### src/rtl/dti_rob_state_entry.sv
// Per-TBU DTI connection-tracking entry: state, captured TID and outstanding-translation count.
// Optional simulation checks are enabled by defining DTI_ROB_ENTRY_CHECK_EN.
module dti_rob_state_entry #(
   parameter int          DATA_W          = 80,
   parameter int          KEEP_W          = 10,
   parameter int          TID_W           = 6,
   parameter int          CNT_W           = 8,
   parameter logic [3:0]  CONDIS_REQ_TYPE = 4'h0
) (
   input  logic              clk,
   input  logic              rst_n,
   input  logic              entry_reset,
   input  logic              entry_con_req,
   input  logic              entry_disconnect_req,
   input  logic              entry_trans_req,
   input  logic              entry_trans_ack,
   input  logic              entry_ack_con,
   input  logic              entry_con_deny,
   input  logic              entry_disconnect_ack,
   input  logic              req_last,
   input  logic [TID_W-1:0]  entry_tid_in,
   input  logic              req_ready,
   output logic              idle,
   output logic [TID_W-1:0]  entry_tid_out,
   output logic              entry_req_valid,
   output logic [DATA_W-1:0] entry_req_data,
   output logic [KEEP_W-1:0] entry_req_keep,
   output logic              entry_req_last
);

   typedef enum logic [1:0] {
      IDLE,
      CONNECTING,
      CONNECTED,
      DISCONNECTING
   } state_t;

   state_t             state;
   logic [CNT_W-1:0]   cnt;
   logic [TID_W-1:0]   tid;
   logic               inc;
   logic               dec;
   logic               cnt_full;
   logic               cnt_zero;

   assign inc      = entry_trans_req && req_last;
   assign dec      = entry_trans_ack;
   assign cnt_full = (cnt == '1);
   assign cnt_zero = (cnt == '0);

   assign idle            = (state == IDLE);
   assign entry_tid_out   = tid;
   assign entry_req_valid = entry_reset && (state == CONNECTED) && cnt_zero;
   // Self-generated CONDIS_REQ: type in [3:0], state bit [4] = 0 (disconnect).
   assign entry_req_data  = DATA_W'(CONDIS_REQ_TYPE);
   assign entry_req_keep  = KEEP_W'(4'hF);
   assign entry_req_last  = 1'b1;

   always_ff @(posedge clk) begin
      if (rst_n) begin
         state <= IDLE;
         cnt   <= '0;
         tid   <= '0;
      end else begin
         case (state)
            IDLE: begin
               if (entry_con_req) begin
                  state <= CONNECTING;
                  tid   <= entry_tid_in;
                  cnt   <= '0;
               end
            end
            CONNECTING: begin
               if (entry_ack_con)
                  state <= CONNECTED;
               else if (entry_con_deny)
                  state <= IDLE;
            end
            CONNECTED: begin
               if (inc && !dec && !cnt_full)
                  cnt <= cnt + 1'b1;
               else if (dec && !inc && !cnt_zero)
                  cnt <= cnt - 1'b1;
               if (entry_disconnect_req || (entry_req_valid && req_ready))
                  state <= DISCONNECTING;
            end
            DISCONNECTING: begin
               if (dec && !cnt_zero)
                  cnt <= cnt - 1'b1;
               if (entry_disconnect_ack)
                  state <= IDLE;
            end
            default: state <= IDLE;
         endcase
      end
   end

`ifdef DTI_ROB_ENTRY_CHECK_EN
   logic [31:0] cyc;

   always_ff @(posedge clk) begin
      if (rst_n) begin
         cyc <= '0;
      end else begin
         cyc <= cyc + 1'b1;
         if (entry_con_req && state != IDLE)
            $display("ENTRY_ERR cycle %0d: con_req outside IDLE", cyc);
         if ((entry_ack_con || entry_con_deny) && state != CONNECTING && state != CONNECTED
             && state != DISCONNECTING)
            $display("ENTRY_ERR cycle %0d: ack/deny outside CONNECTING", cyc);
         if (entry_con_deny && state != CONNECTING)
            $display("ENTRY_ERR cycle %0d: ack/deny outside CONNECTING", cyc);
         if (state == CONNECTED && inc && !dec && cnt_full)
            $display("ENTRY_ERR cycle %0d: counter overflow", cyc);
         if (cnt_zero && dec && ((state == CONNECTED && !inc) || state == DISCONNECTING))
            $display("ENTRY_ERR cycle %0d: counter underflow", cyc);
         if (entry_trans_req && state == IDLE)
            $display("ENTRY_ERR cycle %0d: trans_req while IDLE", cyc);
      end
   end
`endif

endmodule

### config.mk
export PLATFORM = sky130hd
export DESIGN_NAME = dti_rob_state_entry
export DESIGN_NICKNAME = d
export VERILOG_FILES = /design/src/rtl/dti_rob_state_entry.sv
export SDC_FILE = /design/constraint.sdc
export NUM_CORES = 1
export LEC_CHECK = 0
export ABC_AREA = 0
export CORE_ASPECT_RATIO = 0.6
export CORE_MARGIN = 2
export CORE_UTILIZATION = 33
export CTS_CLUSTER_SIZE = 10
export DETAILED_ROUTE_END_ITERATION = 16
export HOLD_SLACK_MARGIN = 0.05
export PLACE_DENSITY = 0.77
export RECOVER_POWER = 25
export SLEW_MARGIN = 10
export SYNTH_ARGS = -nofsm -noshare
export SYNTH_HDL_FRONTEND = slang
export SYNTH_SLANG_ARGS = --single-unit
### constraint.sdc
create_clock -name clk -period 2.03 [get_ports clk]
set_clock_uncertainty 0.15 [all_clocks]
set_input_delay 0.3045 -clock clk [delete_from_list [all_inputs] [get_ports clk]]
set_output_delay 0.3045 -clock clk [all_outputs]
set_load 0.01 [all_outputs]
# Word-level counts from Yosys, hierarchy flattened
# Index checks and enable logic that the tools add are counted.
[word_totals] regBits=16 input_bits=18 out_inout_bits=99
[classes] addsub=2 n_eq_ne=10 mux=11 n_reduce_logical=20
[ops] operator="8-bit 2-to-1 mux" count=4
[ops] operator="8-bit one-hot mux with 3 select lines" count=1
[ops] operator="2-bit 2-to-1 mux" count=5
[ops] operator="1-bit logical AND" count=9
[ops] operator="8-bit by 1-bit adder with 8-bit output (second input constant)" count=1
[ops] operator="8-bit == test (second input constant)" count=1
[ops] operator="8-bit logical NOT" count=1
[ops] operator="2-bit one-hot mux with 4 select lines" count=1
[ops] operator="4-bit AND reduction" count=2
[ops] operator="8-bit by 1-bit subtractor with 8-bit output (second input constant)" count=1
[ops] operator="2-bit != test (second input constant)" count=3
[ops] operator="2-bit == test (second input constant)" count=2
[ops] operator="1-bit logical NOT" count=4
[ops] operator="3-bit by 1-bit != test with 1-bit output (second input constant)" count=1
[ops] operator="3-bit != test (second input constant)" count=1
[ops] operator="3-bit nonzero test" count=1
[ops] operator="2-bit by 1-bit == test with 1-bit output (second input constant)" count=1
[ops] operator="2-bit logical NOT" count=1
[ops] operator="2-bit by 1-bit != test with 1-bit output (second input constant)" count=1
[ops] operator="2-bit AND reduction" count=1
[ops] operator="1-bit logical OR" count=1

# Logic depth before layout (Yosys ltp)
[depth] word_depth=7 mapped_depth=7 mapped_depth_nobuf=7

# Worst setup path before layout
# Ideal clock, no wire load.
[synth_timing] path_type="flip-flop to flip-flop" from="register cnt[1]" to="register cnt[3]" setup_ns=0.086 t_arrival_ns=1.812 t_required_ns=1.794 slack_ns=-0.019 stages_incl_launch_ff=7 period_less_slack_ns=2.049 cell_sequence="dfxtp_1 ha_1 nand4_2 a2bb2oi_2 or4_1 a22o_1 a221oi_2"
[synth_between] elab_chain_cells=5 elab_cells_between_ends=16
[synth_lines] element="start: declaration" line="39" source="logic [CNT_W-1:0] cnt;"
[synth_lines] element="start signal: assignment" line="81" source="cnt <= cnt + 1'b1;"
[synth_lines] element="start signal: assignment" line="83" source="cnt <= cnt - 1'b1;"
[synth_lines] element="start signal: assignment" line="89" source="cnt <= cnt - 1'b1;"
[synth_lines] element="parallel branches: the longest is 5 deep, another holds 8-bit by 1-bit subtractor with 8-bit output"
# Several ways; the timed one is not identified. The select of a mux whose other input is x is not followed.
# A chain may end at the register's enable or synchronous reset.

# Final worst setup path
[layout_timing] from="register cnt[1]" to="output port entry_req_valid"
[layout_between] elab_chain_cells=2
[layout_lines] element="8-bit logical NOT" line="49" source="assign cnt_zero = (cnt == '0);"
[layout_lines] element="1-bit logical AND" line="53" source="assign entry_req_valid = entry_reset && (state == CONNECTED) && cnt_zero;"
[layout_lines] element="end: declaration" line="25" source="output logic entry_req_valid,"
# No other way between the ends.

==> flow_summary.ini <==
[setup_path]
critPathCaptureType = primary output
path_cells = inv_2 > ha_4 > or3b_4 > nor3_4 > and3_1 > buf_2
r2r_setup_slack_ns = -0.04
cp_num_buf_inv = 2
cp-start-kind = flop
crit_family = simple AND/OR/NAND/NOR gates
reg2reg_depth = 7
cp_slowest_cell = or3b_4
required_ns = 1.58
worstPathMaxFanout = 2
critPathKind = flop to primary output
r2r_start = cnt[1]
r2r-end = cnt[3]
cp.arrival_ns = 1.64
crit_path_max_incr_delay_ns = 0.39

[synthesis]
syn_inst = 233
yosysWarnings = 0
async_flop_share_pct = 0
synth-main-ff-cell = dfxtp_1
seq_area_frac_synth_pct = 17.9
ys_types = 51
ys_top_cells_by_area = buf_4 (38%), dfxtp_1 (18%), nand2_1 (5.0%)
synth_area_um2 = 1790
netlist.area_leader.share_pct = 38.2
postSynthAreaPerCell_um2 = 7.68
synth_edf_count = 0
ys_seq_elements = 16
synth_area_leader_cell = buf_4

[worst_hold_path]
hp-class = flop to flop
whs_endpoint = entry_tid_out[1]
hold_depth = 2
min-delay-start = entry_tid_out[1]

[floorplanning]
start_util_pct = 34.7
fp.coreArea_um2 = 5150
ios = 117
rows = 20
die_w_um = 99.1
die_h_um = 61.1
die-area_um2 = 6050

[timing]
finalSetupViolCount = 3
finalCritPeriodShare_pct = 103
fin_ws_ns = -0.0650
hold-worst-slack_ns = 0.302
setup_tns_ns = -0.142
clock.fmax_ghz = 0.477
final_hold_viol_count = 0
min_period_ns = 2.09
rsz0062_at_grt = true
slew_viol_final = 0

[status]
violations = negative setup slack
status = complete, but fails checks

[pwr]
power_frac_comb_pct = 40.9
power_density_nw_per_um2 = 508
p_switching_uw = 392
ir_worst_vdd_v = 0.000344
intPower_uw = 700
power_frac_clock_pct = 26.7
p_leak_nw = 0.969
switching_share_pct = 35.9
sequentialPowerShare_pct = 32.4

[drt]
vias = 1523
ant_nets = 0
wire_per_inst_um = 11.5
drtIter0Drc = 111
remaining_drc_errors = 0
first_pass_iters = 4
viasPerCell = 4.31
routed_wl_um = 4070

[clock_network]
cts.clk_slew.worst_paths_ns = 0.07
cts_tree = yes
htree_levels = 1
cts.path.max_buffers = 2
cts_buffers = 3
cts_root_buffer = clkbuf_8
insertion_delay_ns = 0.25
clock-sinks = 16

[layout]
final_nets = 308
syn_to_final_growth_pct = 20.1
drive_above_1_share_pct = 22.3
n_antenna_cell = 0

[placement]
gp_congestion = 0.956
place.detailed.hpwl_um = 3080
portBuffers = 25

[global_routing]
grt_use_total_pct = 12.5
antenna_found_initial = 0
gr-total-overflow = 0
grt_max_degree = 12
grt_pass1_wl_um = 5980
grt_pass1_vias = 1262

[flow_run]
cap_violations = 0
## cell usage after synthesis, drive strengths merged, types with 2 or more instances
cell / n
nand2: 24
buf: 95
nand2b: 2
nand4: 4
or3: 3
o21ai: 4
dfxtp: 16
o21a: 3
ha: 2
conb: 2
nor2: 7
a21oi: 15
a311oi: 2
inv: 5
clkbuf: 3
nor3: 6
nor3b: 2
o211ai: 4
o221a: 2
xor2: 2
nand3: 6
## cell type report
cell class | count | area [um^2]
Clock buffer | 4 | 55.1
Fill cell | 536 | 3000
Inverter | 5 | 18.8
Multi-Input combinational cell | 204 | 1170
Sequential cell | 16 | 323
Tap cell | 66 | 82.6
Timing Repair Buffer | 58 | 499
## power by group through the flow
stage	logic, mW	registers (mW)	clock network [mW]
floorplan	0.360	0.361	0
global placement	0.369	0.359	0
detailed placement	0.378	0.360	0
CTS	0.432	0.353	0.303
global route	0.484	0.356	0.310
finish	0.447	0.354	0.292
## cells in the final DEF (no fill, tap or decap), drive strengths merged, types with 2 or more instances in the layout
master          n
conb           91
buf            34
nand2          24
clkdlybuf4s50  19
dfxtp          16
a21oi          15
nor2            7
nand3           6
nor3            6
o211ai          5
inv             5
clkbuf          4
dlygate4sd3     4
nand4           4
o21ai           4
or3             3
o21a            3
nand2b          2
nor3b           2
o221a           2
xor2            2
ha              2
a311oi          2
## timing repair
| item | in CTS | in global routing |
|---|---|---|
| endpoints found under the setup margin | 8 | 10 |
| setup buffers | 4 | 2 |
| gates resized for setup | 18 | 5 |
| pin swaps | 9 | 7 |
| hold buffers | 0 | 0 |
| cloned | 1 | 0 |
## worst register-to-register path, stage by stage, from the launching register on
cell and delay, ns:
dfxtp_2 0.34, buf_4 0.16, ha_4 0.16, nand4_4 0.13, a2bb2oi_2 0.20, or4_1 0.39, a22o_1 0.22, a221oi_2 0.23
## worst max path at each step
stage	startpoint	to	slack, ns	depth (start not counted)
after floorplan	cnt[1]	cnt[3]	-0.008	6
after global placement	cnt[0]	entry_req_valid	-0.19	6
after detailed placement	entry_trans_ack	cnt[3]	-0.23	6
after CTS	cnt[1]	entry_req_valid	-0.11	6
after global routing	cnt[0]	entry_req_valid	-0.12	6
final	cnt[1]	entry_req_valid	-0.06	6
## metrics by stage
stage	worst slack, ns	utilization, %	cells	cell area, um^2	power (mW)
final	-0.0650	41.7	353	2150	1.09
after CTS	-0.115	41.1	351	2120	1.09
after global placement	-0.194	37.8	342	1950	0.728
after global routing	-0.125	41.7	353	2150	1.15
after detailed placement	-0.233	37.8	342	1950	0.738
after floorplan	-0.00832	-	322	2140	0.721
## sequential cells by signal, indices dropped and copies added (netlist names), named ones only
signal / flops
cnt: 8
entry_tid_out: 6
state: 1
## layer usage
metal	track usage [%]	routed length [um]	vias to the layer above	part of all wire, %
met5	0	0	-	0
met4	3.13	31	0	0.76
met3	2.50	294	5	7.2
met2	21.5	2030	71	50
met1	16.6	1710	714	42
li1	-	-	733	-
## cell families after synthesis
| family | Yosys count | share of synthesized area [%] |
|---|---|---|
| muxes | 2 | 1.19 |
| other | 2 | 0.419 |
| AOI/OAI and AO/OA | 43 | 18.0 |
| buffers and inverters | 103 | 41.3 |
| adders and majority gates | 2 | 1.40 |
| DFF | 16 | 17.9 |
| xor gates and xnor gates | 2 | 0.979 |
| and+or+nand+nor | 63 | 18.8 |
No activity file was read; power rests on OpenSTA's default activity.
